===== config.mk =====
export PLATFORM = sky130hd
export DESIGN_NAME = dbi_tx_fsm_flat
export DESIGN_NICKNAME = d
export VERILOG_FILES = /design/src/rtl/dbi_tx_fsm_pkg.sv /design/src/rtl/dbi_tx_fsm_if.sv /design/src/rtl/dbi_tx_fsm.sv /design/src/flat_wrapper.sv
export SDC_FILE = /design/constraint.sdc
export NUM_CORES = 1
export LEC_CHECK = 0
export BUFFER_PORTS_ARGS = -buffer_cell sky130_fd_sc_hd__buf_2
export CAP_MARGIN = 20
export CORE_ASPECT_RATIO = 1.4
export CORE_MARGIN = 1.5
export CORE_UTILIZATION = 36
export DETAILED_ROUTE_END_ITERATION = 10
export PLACE_DENSITY = 0.69
export SETUP_SLACK_MARGIN = 0.2
export SLEW_MARGIN = 20
export SYNTH_ARGS = -nofsm -noshare
export SYNTH_HDL_FRONTEND = slang
export SYNTH_SLANG_ARGS = --single-unit

===== constraint.sdc =====
create_clock -name clk -period 3 [get_ports clk]
set_input_delay 0.45 -clock clk [delete_from_list [all_inputs] [get_ports clk]]
set_output_delay 0.45 -clock clk [all_outputs]
set_load 0.02 [all_outputs]

===== src/rtl/dbi_tx_fsm_pkg.sv =====
// Shared definitions for the DBI transmit sequencer: FSM state encoding and common DBI opcodes.
package dbi_tx_fsm_pkg;

    typedef enum logic [2:0] {
        ST_RST,
        ST_IDLE,
        ST_HDR,
        ST_PRM,
        ST_PIX
    } state_e;

    localparam logic [7:0] OP_SLPOUT = 8'h11;
    localparam logic [7:0] OP_DISPON = 8'h29;
    localparam logic [7:0] OP_CASET  = 8'h2A;
    localparam logic [7:0] OP_PASET  = 8'h2B;
    localparam logic [7:0] OP_RAMWR  = 8'h2C;

endpackage


===== src/rtl/dbi_tx_fsm_if.sv =====
// Request, parameter, pixel and PHY-beat streams of the DBI transmit sequencer.
interface dbi_tx_fsm_if #(
    parameter int unsigned W         = 8,
    parameter int unsigned PRM_CNT_W = 4
);
    logic                 req_vld_i;
    logic                 req_rdy_o;
    logic                 req_hrst_i;
    logic [W-1:0]         req_typ_i;
    logic                 req_pix_i;
    logic [PRM_CNT_W-1:0] req_prm_num_i;

    logic                 prm_vld_i;
    logic [W-1:0]         prm_dat_i;
    logic                 prm_rdy_o;

    logic                 pix_vld_i;
    logic [2*W-1:0]       pix_dat_i;
    logic                 pix_last_i;
    logic                 pix_rdy_o;

    logic                 dtf_dbi_hrst_o;
    logic [W-1:0]         dtf_tx_cmd_typ_o;
    logic [W-1:0]         dtf_tx_cmd_dat_o;
    logic                 dtf_tx_no_dat_o;
    logic                 dtf_tx_last_o;
    logic                 dtf_tx_vld_o;
    logic                 dtf_tx_rdy_i;

    modport slave (
        input  req_vld_i, req_hrst_i, req_typ_i, req_pix_i, req_prm_num_i,
        input  prm_vld_i, prm_dat_i, pix_vld_i, pix_dat_i, pix_last_i,
        input  dtf_tx_rdy_i,
        output req_rdy_o, prm_rdy_o, pix_rdy_o,
        output dtf_dbi_hrst_o, dtf_tx_cmd_typ_o, dtf_tx_cmd_dat_o,
        output dtf_tx_no_dat_o, dtf_tx_last_o, dtf_tx_vld_o
    );

    modport master (
        output req_vld_i, req_hrst_i, req_typ_i, req_pix_i, req_prm_num_i,
        output prm_vld_i, prm_dat_i, pix_vld_i, pix_dat_i, pix_last_i,
        output dtf_tx_rdy_i,
        input  req_rdy_o, prm_rdy_o, pix_rdy_o,
        input  dtf_dbi_hrst_o, dtf_tx_cmd_typ_o, dtf_tx_cmd_dat_o,
        input  dtf_tx_no_dat_o, dtf_tx_last_o, dtf_tx_vld_o
    );

endinterface


===== src/rtl/dbi_tx_fsm.sv =====
// DBI PHY upstream sequencer: turns reset/command/parameter/pixel requests into PHY beats.
// Stream data passes straight through to the PHY; 16-bit pixels are split into two bytes.
module dbi_tx_fsm
    import dbi_tx_fsm_pkg::*;
#(
    parameter int unsigned DBI_IF_D_W    = 8,
    parameter int unsigned PRM_CNT_W     = 4,
    parameter bit          AUTO_HRST     = 1'b1,
    parameter bit          PIX_MSB_FIRST = 1'b1
) (
    input  logic        clk,
    input  logic        rst_n,
    dbi_tx_fsm_if.slave bus,
    output logic        busy_o,
    output logic        frm_done_o
);

    typedef logic [DBI_IF_D_W-1:0] byte_t;

    localparam state_e RST_STATE = AUTO_HRST ? ST_RST : ST_IDLE;

    state_e               state_q, state_d;
    byte_t                typ_q, typ_d;
    logic                 hrst_q, hrst_d;
    logic                 pix_q, pix_d;
    logic [PRM_CNT_W-1:0] rem_q, rem_d;
    logic                 bsel_q, bsel_d;
    logic                 done_q, done_d;
    logic                 run_q;

    logic  vld, hrst, no_dat, last;
    logic  req_rdy, prm_rdy, pix_rdy;
    logic  prm_beat;
    byte_t dat;

    function automatic byte_t pix_byte(input logic [2*DBI_IF_D_W-1:0] pix, input logic second);
        logic hi;
        hi = PIX_MSB_FIRST ^ second;
        return hi ? pix[2*DBI_IF_D_W-1:DBI_IF_D_W] : pix[DBI_IF_D_W-1:0];
    endfunction

    // run_q holds every output low while rst_n is asserted and for the release cycle
    always_ff @(posedge clk or negedge rst_n) begin
        if (!rst_n) begin
            state_q <= RST_STATE;
            typ_q   <= '0;
            hrst_q  <= 1'b0;
            pix_q   <= 1'b0;
            rem_q   <= '0;
            bsel_q  <= 1'b0;
            done_q  <= 1'b0;
            run_q   <= 1'b0;
        end else begin
            state_q <= state_d;
            typ_q   <= typ_d;
            hrst_q  <= hrst_d;
            pix_q   <= pix_d;
            rem_q   <= rem_d;
            bsel_q  <= bsel_d;
            done_q  <= done_d;
            run_q   <= 1'b1;
        end
    end

    always_comb begin
        state_d  = state_q;
        typ_d    = typ_q;
        hrst_d   = hrst_q;
        pix_d    = pix_q;
        rem_d    = rem_q;
        bsel_d   = bsel_q;
        done_d   = 1'b0;
        vld      = 1'b0;
        hrst     = 1'b0;
        dat      = '0;
        no_dat   = 1'b0;
        last     = 1'b0;
        req_rdy  = 1'b0;
        prm_rdy  = 1'b0;
        pix_rdy  = 1'b0;
        prm_beat = 1'b0;

        if (run_q) begin
            case (state_q)
                ST_RST: begin
                    vld  = 1'b1;
                    hrst = 1'b1;
                    if (bus.dtf_tx_rdy_i) state_d = ST_IDLE;
                end
                ST_IDLE: begin
                    req_rdy = 1'b1;
                    if (bus.req_vld_i) begin
                        hrst_d  = bus.req_hrst_i;
                        typ_d   = bus.req_hrst_i ? '0 : bus.req_typ_i;
                        pix_d   = bus.req_pix_i;
                        rem_d   = bus.req_prm_num_i;
                        bsel_d  = 1'b0;
                        state_d = ST_HDR;
                    end
                end
                ST_HDR: begin
                    if (hrst_q) begin
                        vld  = 1'b1;
                        hrst = 1'b1;
                        if (bus.dtf_tx_rdy_i) state_d = ST_IDLE;
                    end else if (pix_q) begin
                        vld = bus.pix_vld_i;
                        dat = pix_byte(bus.pix_dat_i, 1'b0);
                        if (vld && bus.dtf_tx_rdy_i) begin
                            bsel_d  = 1'b1;
                            state_d = ST_PIX;
                        end
                    end else if (rem_q == '0) begin
                        vld    = 1'b1;
                        no_dat = 1'b1;
                        last   = 1'b1;
                        if (bus.dtf_tx_rdy_i) state_d = ST_IDLE;
                    end else begin
                        prm_beat = 1'b1;
                    end
                end
                ST_PRM: prm_beat = 1'b1;
                ST_PIX: begin
                    vld     = bus.pix_vld_i;
                    dat     = pix_byte(bus.pix_dat_i, bsel_q);
                    pix_rdy = bus.dtf_tx_rdy_i & bsel_q;
                    last    = bus.pix_last_i & bsel_q;
                    if (vld && bus.dtf_tx_rdy_i) begin
                        bsel_d = ~bsel_q;
                        if (last) begin
                            state_d = ST_IDLE;
                            done_d  = 1'b1;
                        end
                    end
                end
                default: state_d = ST_IDLE;
            endcase

            // The first parameter rides on the header beat; the rest follow in PRM
            if (prm_beat) begin
                vld     = bus.prm_vld_i;
                dat     = bus.prm_dat_i;
                prm_rdy = bus.dtf_tx_rdy_i;
                last    = (rem_q == PRM_CNT_W'(1));
                if (vld && bus.dtf_tx_rdy_i) begin
                    rem_d   = rem_q - 1'b1;
                    state_d = last ? ST_IDLE : ST_PRM;
                end
            end
        end
    end

    assign bus.req_rdy_o        = req_rdy;
    assign bus.prm_rdy_o        = prm_rdy;
    assign bus.pix_rdy_o        = pix_rdy;
    assign bus.dtf_dbi_hrst_o   = hrst;
    assign bus.dtf_tx_cmd_typ_o = typ_q;
    assign bus.dtf_tx_cmd_dat_o = dat;
    assign bus.dtf_tx_no_dat_o  = no_dat;
    assign bus.dtf_tx_last_o    = last;
    assign bus.dtf_tx_vld_o     = vld;
    assign busy_o               = run_q & (state_q != ST_IDLE);
    assign frm_done_o           = done_q;

endmodule


===== src/flat_wrapper.sv =====
// flat-port wrapper written by rule: the top's interface ports become plain ports
module dbi_tx_fsm_flat import dbi_tx_fsm_pkg::*;
#(
    parameter int unsigned DBI_IF_D_W    = 8,
    parameter int unsigned PRM_CNT_W     = 4,
    parameter bit          AUTO_HRST     = 1'b1,
    parameter bit          PIX_MSB_FIRST = 1'b1
)
  (clk, rst_n, busy_o, frm_done_o, bus_req_vld_i, bus_req_hrst_i, bus_req_typ_i, bus_req_pix_i, bus_req_prm_num_i, bus_prm_vld_i, bus_prm_dat_i, bus_pix_vld_i, bus_pix_dat_i, bus_pix_last_i, bus_dtf_tx_rdy_i, bus_req_rdy_o, bus_prm_rdy_o, bus_pix_rdy_o, bus_dtf_dbi_hrst_o, bus_dtf_tx_cmd_typ_o, bus_dtf_tx_cmd_dat_o, bus_dtf_tx_no_dat_o, bus_dtf_tx_last_o, bus_dtf_tx_vld_o);
  dbi_tx_fsm_if #(.W(8), .PRM_CNT_W(PRM_CNT_W)) bus_i ();
  input  logic clk;
  input  logic rst_n;
  output logic busy_o;
  output logic frm_done_o;
  input wire logic [$bits(bus_i.req_vld_i)-1:0] bus_req_vld_i;
  input wire logic [$bits(bus_i.req_hrst_i)-1:0] bus_req_hrst_i;
  input wire logic [$bits(bus_i.req_typ_i)-1:0] bus_req_typ_i;
  input wire logic [$bits(bus_i.req_pix_i)-1:0] bus_req_pix_i;
  input wire logic [$bits(bus_i.req_prm_num_i)-1:0] bus_req_prm_num_i;
  input wire logic [$bits(bus_i.prm_vld_i)-1:0] bus_prm_vld_i;
  input wire logic [$bits(bus_i.prm_dat_i)-1:0] bus_prm_dat_i;
  input wire logic [$bits(bus_i.pix_vld_i)-1:0] bus_pix_vld_i;
  input wire logic [$bits(bus_i.pix_dat_i)-1:0] bus_pix_dat_i;
  input wire logic [$bits(bus_i.pix_last_i)-1:0] bus_pix_last_i;
  input wire logic [$bits(bus_i.dtf_tx_rdy_i)-1:0] bus_dtf_tx_rdy_i;
  output wire logic [$bits(bus_i.req_rdy_o)-1:0] bus_req_rdy_o;
  output wire logic [$bits(bus_i.prm_rdy_o)-1:0] bus_prm_rdy_o;
  output wire logic [$bits(bus_i.pix_rdy_o)-1:0] bus_pix_rdy_o;
  output wire logic [$bits(bus_i.dtf_dbi_hrst_o)-1:0] bus_dtf_dbi_hrst_o;
  output wire logic [$bits(bus_i.dtf_tx_cmd_typ_o)-1:0] bus_dtf_tx_cmd_typ_o;
  output wire logic [$bits(bus_i.dtf_tx_cmd_dat_o)-1:0] bus_dtf_tx_cmd_dat_o;
  output wire logic [$bits(bus_i.dtf_tx_no_dat_o)-1:0] bus_dtf_tx_no_dat_o;
  output wire logic [$bits(bus_i.dtf_tx_last_o)-1:0] bus_dtf_tx_last_o;
  output wire logic [$bits(bus_i.dtf_tx_vld_o)-1:0] bus_dtf_tx_vld_o;
  assign bus_i.req_vld_i = bus_req_vld_i;
  assign bus_i.req_hrst_i = bus_req_hrst_i;
  assign bus_i.req_typ_i = bus_req_typ_i;
  assign bus_i.req_pix_i = bus_req_pix_i;
  assign bus_i.req_prm_num_i = bus_req_prm_num_i;
  assign bus_i.prm_vld_i = bus_prm_vld_i;
  assign bus_i.prm_dat_i = bus_prm_dat_i;
  assign bus_i.pix_vld_i = bus_pix_vld_i;
  assign bus_i.pix_dat_i = bus_pix_dat_i;
  assign bus_i.pix_last_i = bus_pix_last_i;
  assign bus_i.dtf_tx_rdy_i = bus_dtf_tx_rdy_i;
  assign bus_req_rdy_o = bus_i.req_rdy_o;
  assign bus_prm_rdy_o = bus_i.prm_rdy_o;
  assign bus_pix_rdy_o = bus_i.pix_rdy_o;
  assign bus_dtf_dbi_hrst_o = bus_i.dtf_dbi_hrst_o;
  assign bus_dtf_tx_cmd_typ_o = bus_i.dtf_tx_cmd_typ_o;
  assign bus_dtf_tx_cmd_dat_o = bus_i.dtf_tx_cmd_dat_o;
  assign bus_dtf_tx_no_dat_o = bus_i.dtf_tx_no_dat_o;
  assign bus_dtf_tx_last_o = bus_i.dtf_tx_last_o;
  assign bus_dtf_tx_vld_o = bus_i.dtf_tx_vld_o;
  dbi_tx_fsm #(.DBI_IF_D_W(DBI_IF_D_W), .PRM_CNT_W(PRM_CNT_W), .AUTO_HRST(AUTO_HRST), .PIX_MSB_FIRST(PIX_MSB_FIRST)) u_core (.clk(clk), .rst_n(rst_n), .bus(bus_i), .busy_o(busy_o), .frm_done_o(frm_done_o));
endmodule

### Word level (Yosys, flattened, before mapping)

Index checks and enable logic that the tools add are counted.

| word-level totals | value |
|---|---|
| register bits after elaboration | 20 |

| operators by class | value |
|---|---|
| reduce and logical (&&, ||, !) cells | 7 |
| bitwise logic cells | 4 |
| equal/unequal tests | 11 |
| mux-type cells | 60 |
| add/sub/neg operators | 1 |

Operators by type and width:

| cell | number |
|---|---|
| $mux 8 | 6 |
| $mux 1 | 32 |
| $mux 3 | 10 |
| $mux 4 | 4 |
| $pmux 8 s2 | 1 |
| $pmux 3 s5 | 1 |
| $reduce_and 7->1 | 1 |
| $eq 3x2->1 const B | 2 |
| $ne 2x1->1 const B | 3 |
| $pmux 1 s2 | 3 |
| $pmux 1 s3 | 2 |
| $eq 4x1->1 const B | 1 |
| $logic_not 4->1 | 1 |
| $ne 2x2->1 const B | 2 |
| $sub 4x1->4 const B | 1 |
| $and 1x1->1 | 3 |
| $eq 3x1->1 const B | 1 |
| $eq 3x3->1 const B | 1 |
| $logic_not 3->1 | 1 |
| $ne 3x1->1 const B | 1 |
| $reduce_and 3->1 | 1 |
| $reduce_bool 3->1 | 1 |
| $logic_and 1x1->1 | 2 |
| $mux 2 | 1 |
| $not 1->1 | 1 |

### Logic depth before layout (Yosys ltp)

Gate-level depths: netlist (run 1).

| logic depth | value |
|---|---|
| depth after elaboration | 8 |
| depth in mapped cells | 7 |
| depth with buffers taken out | 6 |

### Least setup slack after synthesis (run 1)

Ideal clock, no wire load.

| timing path | value |
|---|---|
| kind | register to output |
| from | reg u_core.rem_q[0] |
| to | out bus_dtf_tx_last_o |
| arrival time | 1.748 ns |
| path buffers | 0 |
| cell stages (with the launch flop) | 7 |
| setup slack | 0.802 ns |
| path through | dfrtp_1 > inv_1 > ha_1 > or3b_4 > and4b_2 > a21oi_1 > a21oi_1 |

| between the ends | value |
|---|---|
| word-level cells in the longest chain between the ends | 8 |

RTL lines:

| item | line | source |
|---|---|---|
| start, declared | dbi_tx_fsm.sv:26 | `logic [PRM_CNT_W-1:0] rem_q, rem_d;` |
| start signal, assigned | dbi_tx_fsm.sv:58 | `rem_q <= rem_d;` |
| $logic_not 4->1 | dbi_tx_fsm.sv:113 | `end else if (rem_q == '0) begin` |
| $mux 1 | dbi_tx_fsm.sv:113 |  |
| $mux 1 | dbi_tx_fsm.sv:106 | `end else if (pix_q) begin` |
| $mux 1 | dbi_tx_fsm.sv:102 | `if (hrst_q) begin` |
| $pmux 1 s2 | dbi_tx_fsm.sv:84 | `case (state_q)` |
| $mux 1 | dbi_tx_fsm.sv:83 | `if (run_q) begin` |
| $mux 1 * | dbi_tx_fsm.sv:140 | `if (prm_beat) begin` |
| $mux 1 * | dbi_tx_fsm.sv:83 |  |
| end, declared | flat_wrapper.sv:33 | `output wire logic [$bits(bus_i.dtf_tx_last_o)-1:0] bus_dtf_tx_last_o;` |

Every way passes the cells marked *; elsewhere a longest branch is shown, timed or not. The select of a mux whose other input is x is not followed.

### Worst setup path in the final report (run 1)

| timing path | value |
|---|---|
| from | reg u_core.rem_q[0] |
| to | out bus_dtf_tx_vld_o |

| between the ends | value |
|---|---|
| word-level cells in the longest chain between the ends | 8 |

RTL lines:

| item | line | source |
|---|---|---|
| $logic_not 4->1 * | dbi_tx_fsm.sv:113 |  |
| $mux 1 | dbi_tx_fsm.sv:113 |  |
| $mux 1 | dbi_tx_fsm.sv:106 |  |
| $mux 1 | dbi_tx_fsm.sv:102 |  |
| $pmux 1 s2 | dbi_tx_fsm.sv:84 |  |
| $mux 1 | dbi_tx_fsm.sv:83 |  |
| $mux 1 * | dbi_tx_fsm.sv:140 |  |
| $mux 1 * | dbi_tx_fsm.sv:83 |  |
| end, declared | flat_wrapper.sv:34 | `output wire logic [$bits(bus_i.dtf_tx_vld_o)-1:0] bus_dtf_tx_vld_o;` |

Marked as above.

==> reports/qor.yml, run 1 <==
synth_top_area_share_pct: 33.7
diodes: 0
cts_made_buffers: 3
synth_compound_area_share_pct: 25.8
grt_overflow: 0
worst_hold_path_type: "in2async"
synth_edf_count: 0
clockRootBuffer: "clkbuf_8"
syn-num-nets: 225
fin_ws_ns: 0.371
crit_path_end_kind: "output port"
clock_sinks: 20
fmax_mhz: 380
dp_hpwl_um: 2890
path_max_fanout: 5
place_ws_ns: 0.682
grt.total_usage_pct: 17.6
io_pins: 70
nNetsFinal: 287
cts_resized: 0
die_w_um: 57.3
grt_max_degree: 21
reg2reg_from: "u_core.rem_q[0]"
synth_area_mm2: 0.00149
grt_pass1_vias: 1403
cts.htree.levels: 1
top_usage_layer: "met2"
stdcell_count: 282
use_met2_pct: 29.2
post_drt_via_cell_ratio: 5.44
synthFlopType: "dfrtp_1"
placed_cell_area_mm2: 0.00183
setup-violations-final: 0
fin_skew_ns: 0.00415
cp-start-kind: "flop"
ant_nets: 0
initial_core_util_pct: 37.6
timing.rr.end: "u_core.rem_q[2]"
synthArstFlopShare_pct: 100
tightest_slew_ns: 0.553
numPortBuffers: 69
stdcell_area_mm2: 0.00189
p_leak_nw: 0.914
ys.warnings.count: 0
ys_seq_area_share_pct: 33.7
ir_worst_vdd_mv: 0.418
dr.pass1.iters: 4
min_period_over_period_pct: 87.6
use_met1_pct: 22.6
fp-row-count: 27
syn_area_per_cell_um2: 8.35
cp.arrival_ns: 2.18
use_met3_pct: 2.12
synthTopCellsByArea: "dfrtp_1 34%, a22oi_1 5.6%, a21oi_1 5.4%, nand2_1 4.8%, nand2b_1 4.2%"
status: "finished, final reports clean"
synthesis.instances: 178
final_core_util_pct: 47.7
synthToLayoutAreaGrowth_pct: 26.9
grt_pass1_wl_um: 6420
required_ns: 2.55
r2r_slack_ns: 1.14
ys_top_cells_by_count: "20 x dfrtp_1, 19 x nand2_1, 16 x a21oi_1"
synth_xor_area_share_pct: 0
tns_ns: 0
clockBufferDepth: 2
yosys.area.top_type: "dfrtp_1"
maxCapViolCount: 0
synth_seq_cells: 20
drive_gt1_share_pct: 36.0
ys_types: 44
setup.worst_path.class: "reg2out"
r2r_cells: 6
finalHoldViolCount: 0
p_per_area_mw_per_mm2: 759
synth_mux_area_share_pct: 0
finalMaxSlewViolations: 0
whs_ns: 0.127
die_h_um: 79.0
routedWlPerCell_um: 13.9
grt_antenna_before_repair: 0
period_needed_ns: 2.63
cts_setup_buffers: 0
synth.most_common_cell: "dfrtp_1"
rsz0062_at_grt: "no"
clock_latency_ns: 0.26
synth_adder_area_share_pct: 1.68
synth_top_family_by_area: "simple AND/OR/NAND/NOR gates"
drt-initial-drc-count: 61
dp.cells: 278
cts_tree: "built"
finalPower_mw: 1.43
gp_congestion: 0.762
vias: 1535
die_area_mm2: 0.00453
postCtsHoldBufs: 0
max-slew-margin-rel_pct: 63.0
wirelength_um: 3920
clk_pin_slew_worst_paths_ns: 0.08
synth-simple-area-share_pct: 33.2
drc: 0
core_mm2: 0.00395
-- kinds of logic after synthesis --
| family | Yosys count |
|---|---|
| and+or+nand+nor | 84 |
| buffers and inverters | 18 |
| DFF | 20 |
| adders and majority gates | 2 |
| other | 1 |
| AOI/OAI and AO/OA | 53 |
-- area by class of cell --
cell class / count / area [um^2]
timing repair buffer: 70 / 353
sequential: 20 / 500
tap: 43 / 53.8
clock buffer: 4 / 55.1
fill: 410 / 2070
inverter: 5 / 18.8
multi-input combinational: 140 / 906
-- routing by layer --
metal / share of wire, % / up-vias / wire (um)
met5: 0 / - / 0
met4: 1.9 / 0 / 76
met3: 5.4 / 7 / 212
met2: 50 / 49 / 1960
met1: 43 / 699 / 1670
li1: - / 780 / -
-- worst max-delay path, cell delays in order (launching register included) --
cell     delay [ns]
dfrtp_1        0.42
inv_1          0.06
ha_1           0.24
nor4b_1        0.17
or4b_2         0.64
nand3_1        0.14
a21oi_1        0.07
buf_2          0.18
-- where the power goes --
part	total (mW)	switching (mW)	leakage (nW)	internal [mW]
clock	0.208	0.0916	0.0288	0.117
sequential	0.497	0.137	0.252	0.360
combinational	0.726	0.427	0.632	0.299
-- state kept, by name (all words and copies together), names as in the netlist --
| signal | cells |
|---|---|
| u_core.pix_q | 1 |
| u_core.run_q | 1 |
| u_core.hrst_q | 1 |
| u_core.bus.dtf_tx_cmd_typ_o | 8 |
| u_core.frm_done_o | 1 |
| u_core.rem_q | 4 |
| u_core.bsel_q | 1 |
| u_core.state_q | 3 |
-- worst max-delay path by stage --
stage / from / to / slack (ns) / cells after the start
final: u_core.rem_q[0] / bus_dtf_tx_vld_o / 0.37 / 7
after global routing: u_core.state_q[2] / bus_dtf_tx_cmd_dat_o[7] / 0.25 / 5
after CTS: u_core.rem_q[0] / bus_dtf_tx_vld_o / 0.38 / 7
after detailed placement: u_core.rem_q[0] / bus_dtf_tx_vld_o / 0.68 / 7
after global placement: u_core.rem_q[0] / bus_dtf_tx_vld_o / 0.67 / 7
after floorplan: u_core.rem_q[0] / bus_dtf_tx_last_o / 0.80 / 6
-- cell usage in the layout, fill, tap and decap left out, types with 3 or more instances in the layout --
cell      instances
and2_1            5
dfrtp_1          20
buf_2            69
a21oi_1          16
nand4_1           3
a22oi_1          11
nor2_1            6
inv_1             5
clkbuf_8          4
and3_1            3
o21ai_0          10
nor3_1            7
nand3_1          12
nand2_1          19
nor4_1            4
nand2b_1         10
(Power assumes the default switching activity.)
==> inputs of run 2 (changes only) <==
--- a/config.mk
+++ b/config.mk
@@ -5,6 +5,7 @@
 export SDC_FILE = /design/constraint.sdc
 export NUM_CORES = 1
 export LEC_CHECK = 0
+export ABC_AREA = 1
 export BUFFER_PORTS_ARGS = -buffer_cell sky130_fd_sc_hd__buf_2
 export CAP_MARGIN = 20
 export CORE_ASPECT_RATIO = 1.4
@@ -13,7 +14,6 @@
 export DETAILED_ROUTE_END_ITERATION = 10
 export PLACE_DENSITY = 0.69
 export SETUP_SLACK_MARGIN = 0.2
-export SLEW_MARGIN = 20
 export SYNTH_ARGS = -nofsm -noshare
 export SYNTH_HDL_FRONTEND = slang
 export SYNTH_SLANG_ARGS = --single-unit
==> reports/qor.yml, run 2 <==
status: "finished, final reports clean"
finalHoldViolCount: 0
cts_tree: "built"
finalPower_mw: 1.57
crit_path_end_kind: "output port"
clockBufferDepth: 2
grt_pass1_wl_um: 6690
final_common_cell: "buf_2"
grt_antenna_before_repair: 0
ys_types: 32
wirelength_um: 3860
worst_hold_path_type: "in2async"
clock_latency_ns: 0.26
dr_wl_met3_um: 256
power.share.clock_pct: 17.1
max-slew-margin-rel_pct: 56.5
min_period_over_period_pct: 84.6
post_drt_via_cell_ratio: 5.07
ys_top_cells_by_count: "51 x nand2_1, 20 x dfrtp_1, 19 x nor2_1"
syn-num-nets: 246
fin_skew_ns: 0.00447
synthTopCellsByArea: "dfrtp_1 34%, nand2_1 13%, a31oi_2 5.9%, nor2_1 4.8%, a22o_1 4.7%"
numPortBuffers: 69
worst-path-stages: 6
grt_max_degree: 21
fp-row-count: 27
period_needed_ns: 2.54
critPathBufInv: 2
cts_made_buffers: 3
endpoint: "bus_dtf_tx_cmd_dat_o[2]"
ant_nets: 0
drive_gt1_share_pct: 36.7
required_ns: 2.55
io_pins: 70
finalMaxSlewViolations: 0
rsz0062_at_grt: "no"
maxCapViolCount: 0
die_h_um: 79.0
final_cell_mix: "69 x buf_2, 51 x nand2_1, 20 x dfrtp_1"
critPathLaunch: "u_core.state_q[0]"
path_cells: "inv_1, nand3_2, o22ai_1, nand2_1, a31oi_2, buf_2"
tightest_slew_ns: 0.652
setup-violations-final: 0
cp_top_family: "compound AO/OA/AOI/OAI gates"
grt_overflow: 0
p_int_uw: 861
initial_core_util_pct: 37.5
synthesis.instances: 199
largest_reg_flops: 8
die_w_um: 57.3
drt-initial-drc-count: 53
postCtsHoldBufs: 0
dr.pass1.iters: 5
switching_power_uw: 706
worst_path_max_delay_cell: "o22ai_1"
ys_seq_area_share_pct: 33.7
cts_resized: 0
dp_hpwl_um: 3060
clock_sinks: 20
ir_worst_vdd_mv: 0.395
r2r_slack_ns: 1.14
grt.total_usage_pct: 18.4
nNetsFinal: 318
synth_area_mm2: 0.00148
wl_met1_um: 1600
cts_setup_buffers: 0
synthFlopType: "dfrtp_1"
wl_met2_um: 1980
cp.arrival_ns: 2.09
die_area_mm2: 0.00452
dr.max_layer_used: "met4"
synthArstFlopShare_pct: 100
drc: 0
setup.worst_path.class: "reg2out"
reg2reg_from: "u_core.rem_q[0]"
vias: 1587
ys.warnings.count: 0
gp_congestion: 0.866
timing.rr.end: "u_core.rem_q[0]"
p_comb_share_pct: 54.2
routedWlPerCell_um: 12.3
clk_pin_slew_worst_paths_ns: 0.08
yosys.area.top_type: "dfrtp_1"
tns_ns: 0
synth_edf_count: 0
cts.htree.levels: 1
synth.most_common_cell: "nand2_1"
clockRootBuffer: "clkbuf_8"
cp-start-kind: "flop"
diodes: 0
fmax_mhz: 394
p_leak_nw: 1.01
synth_top_area_share_pct: 33.7
path_max_fanout: 8
cpPeakStageDelay_ns: 0.55
p_per_area_mw_per_mm2: 808
grt_pass1_vias: 1557
core_mm2: 0.00395
syn_area_per_cell_um2: 7.46
fill_cells: 398
pwr-share-seq_pct: 28.7
synth_seq_cells: 20
r2r_cells: 10
swShare_pct: 45.0
synthToLayoutAreaGrowth_pct: 30.7
## run 2: how the worst min path moves through the flow
stage | from | to | slack, ns | cells after the start
finish | rst_n | u_core.bus.dtf_tx_cmd_typ_o[0] | 0.13 | 1
global route | rst_n | u_core.bus.dtf_tx_cmd_typ_o[0] | 0.16 | 1
CTS | rst_n | u_core.bus.dtf_tx_cmd_typ_o[0] | 0.14 | 1
detailed placement | rst_n | u_core.bus.dtf_tx_cmd_typ_o[0] | 0.43 | 1
global placement | rst_n | u_core.bus.dtf_tx_cmd_typ_o[0] | 0.42 | 1
floorplan | rst_n | u_core.bsel_q | 0.15 | 0
## run 2: area by class of cell
class | instances | area [um^2] | share of cell area [%]
multi-input cells | 155 | 878 | 45.3
flip-flops and latches | 20 | 500 | 25.8
repair buffers | 71 | 360 | 18.6
inverters | 20 | 75.1 | 3.87
well taps | 43 | 53.8 | 2.77
clock buffers | 3 | 41.3 | 2.13
clock inverters | 1 | 30.0 | 1.55
## run 2: cell families after synthesis
family	after synthesis	synth area share (%)
xor gates and xnor gates	2	1.18
adders and majority gates	2	1.69
and+or+nand+nor	103	32.9
AOI/OAI and AO/OA	47	23.2
other	1	0.253
DFF	20	33.7
buffers and inverters	24	7.08
## run 2: power groups by stage
stage	Clock (mW)	Combinational [mW]	Sequential, mW
after CTS	0.277	0.859	0.448
after floorplan	0	0.607	0.488
after global routing	0.286	0.962	0.466
after detailed placement	0	0.856	0.452
final	0.268	0.849	0.450
after global placement	0	0.847	0.450
## run 2: worst register-to-register path, stage by stage, from the launching register on
cell,delay [ns]
dfrtp_1,0.41
inv_1,0.08
ha_1,0.24
nand2_1,0.08
nand2_1,0.09
o21bai_4,0.44
nand2_2,0.17
nand2_1,0.09
o21ai_1,0.06
nand2_1,0.06
nand2_1,0.05
## run 2: layer usage
layer | global-route usage [%] | vias to the layer above
li1 | - | 813
met4 | 6.74 | 0
met3 | 3.09 | 2
met2 | 33.2 | 57
met1 | 21.3 | 715
met5 | 0 | -
## run 2: stage by stage
step / utilization [%] / cells / worst slack [ns] / area, um^2 / hold slack, ns
2_1_floorplan: - / 199 / 0.904 / 1480 / 0.154
3_3_place_gp: 47.3 / 309 / 0.786 / 1870 / 0.424
3_5_place_dp: 47.3 / 309 / 0.741 / 1870 / 0.433
4_1_cts: 49.1 / 313 / 0.446 / 1940 / 0.145
5_1_grt: 49.1 / 313 / 0.200 / 1940 / 0.161
6_report: 49.1 / 313 / 0.463 / 1940 / 0.127
==> inputs of run 3 (changes only) <==
==> constraint.sdc (replaced) <==
create_clock -name clk -period 2.45 [get_ports clk]
set_input_delay 0.3675 -clock clk [delete_from_list [all_inputs] [get_ports clk]]
set_output_delay 0.3675 -clock clk [all_outputs]
set_load 0.02 [all_outputs]
==> reports/qor.yml, run 3 (same netlist as run 2, synthesis figures left out) <==
fin_ws_ns: 0.305
path_cells: "nor2_2, nand2_1, nand2_2, o21bai_4, buf_12, inv_1, o21ai_1, a21oi_1, buf_2"
cts.htree.levels: 1
synthToLayoutAreaGrowth_pct: 37.9
crit_path_end_kind: "output port"
largest_reg_flops: 8
finalHoldViolCount: 0
die_h_um: 79.0
cts_tree: "built"
dr.pass1.iters: 4
grt_pass1_wl_um: 6710
path_max_fanout: 13
clk_pin_slew_worst_paths_ns: 0.08
setup.worst_path.class: "reg2out"
gp_congestion: 0.885
fmax_mhz: 466
pwr-share-seq_pct: 26.4
setup-violations-final: 0
nNetsFinal: 326
final_common_cell: "buf_2"
period_needed_ns: 2.14
fin_skew_ns: 0.00174
grt_pass1_vias: 1556
status: "finished, final reports clean"
clock_latency_ns: 0.26
io_pins: 70
maxCapViolCount: 0
fp-row-count: 27
die_area_mm2: 0.00452
final_cell_mix: "66 x buf_2, 50 x nand2_1, 17 x dfrtp_1"
ant_nets: 0
drive_gt1_share_pct: 42.4
vias: 1629
grt_overflow: 0
diodes: 0
clockRootBuffer: "clkbuf_8"
wirelength_um: 4020
grt_max_degree: 21
cpPeakStageDelay_ns: 0.46
clock_sinks: 20
dp_hpwl_um: 3090
ir_worst_vdd_mv: 0.505
initial_core_util_pct: 37.5
numPortBuffers: 69
tns_ns: 0
cp.arrival_ns: 1.78
drc: 0
rsz0062_at_grt: "no"
min_period_over_period_pct: 87.5
p_leak_nw: 1.05
core_mm2: 0.00395
clockBufferDepth: 2
switching_power_uw: 926
fill_cells: 404
worst_hold_path_type: "in2async"
p_int_mw: 1.17
grt_antenna_before_repair: 0
p_comb_share_pct: 57.7
place_ws_ns: 0.364
die_w_um: 57.3
cts_made_buffers: 3
required_ns: 2.08
post_drt_via_cell_ratio: 5.07
drt-initial-drc-count: 70
cp-start-kind: "flop"
finalMaxSlewViolations: 0
routedWlPerCell_um: 12.5
swShare_pct: 44.1
grt.total_usage_pct: 18.7
power.share.clock_pct: 16.0
worst_path_max_delay_cell: "dfrtp_1"
postCtsHoldBufs: 0
p_per_area_mw_per_mm2: 1020
run 3: repair_timing:
| action | 4_1_cts | 5_1_grt |
|---|---|---|
| gates resized for setup | 1 | 15 |
| endpoints found under the setup margin | 11 | 11 |
| pin swaps | 1 | 0 |
| setup buffers | 2 | 2 |
run 3: cell type report:
class / count / area (um^2) / share of cell area [%]
Tap cell: 43 / 53.8 / 2.63
Multi-Input combinational cell: 155 / 901 / 44.0
Clock buffer: 3 / 41.3 / 2.02
Sequential cell: 20 / 504 / 24.6
Inverter: 20 / 75.1 / 3.67
Clock inverter: 1 / 30.0 / 1.47
Timing Repair Buffer: 79 / 440 / 21.5
run 3: worst paths after layout:
path                                                start                              to  slack, ns  cells after the start
max                                       u_core.rem_q[2]         bus_dtf_tx_cmd_dat_o[6]       0.31                      9
min                                                 rst_n  u_core.bus.dtf_tx_cmd_typ_o[0]       0.05                      1
max reg2reg                               u_core.rem_q[2]               u_core.state_q[1]       0.77                      9
min reg2reg                u_core.bus.dtf_tx_cmd_typ_o[4]  u_core.bus.dtf_tx_cmd_typ_o[4]       0.50                      1
max in group asynchronous                           rst_n               u_core.state_q[1]       2.05                      1
min in group clk                         bus_req_typ_i[1]  u_core.bus.dtf_tx_cmd_typ_o[1]       0.31                      2
run 3: per-layer routing:
metal	track usage (%)	vias up	share of wire, %
li1	-	826	-
met2	32.5	67	49
met5	0	-	0
met3	3.91	5	8.4
met4	7.21	0	1.5
met1	22.3	731	41
run 3: power groups by stage:
stage / combinational [mW] / clock, mW / sequential, mW
2_1_floorplan: 0.743 / 0 / 0.598
3_3_place_gp: 1.07 / 0 / 0.551
3_5_place_dp: 1.08 / 0 / 0.553
4_1_cts: 1.15 / 0.343 / 0.543
5_1_grt: 1.34 / 0.359 / 0.566
6_report: 1.21 / 0.335 / 0.553
run 3: critical path, delay by kind of cell (launching register included):
kind	cells	cell delay, ns
AND/OR/NAND/NOR	3	0.42
buffers and inverters	3	0.39
AO/OA/AOI/OAI	3	0.24
flip-flops	1	0.46
run 3: per-stage QoR:
step / hold WS (ns) / utilization (%) / total power [mW] / std cells / instance area, um^2
2_1_floorplan: 0.0719 / - / 1.34 / 199 / 1480
3_3_place_gp: 0.342 / 48.0 / 1.62 / 313 / 1900
3_5_place_dp: 0.354 / 48.0 / 1.64 / 313 / 1900
4_1_cts: 0.0565 / 50.5 / 2.04 / 319 / 2000
5_1_grt: 0.0755 / 51.8 / 2.26 / 321 / 2050
6_report: 0.0452 / 51.8 / 2.10 / 321 / 2050
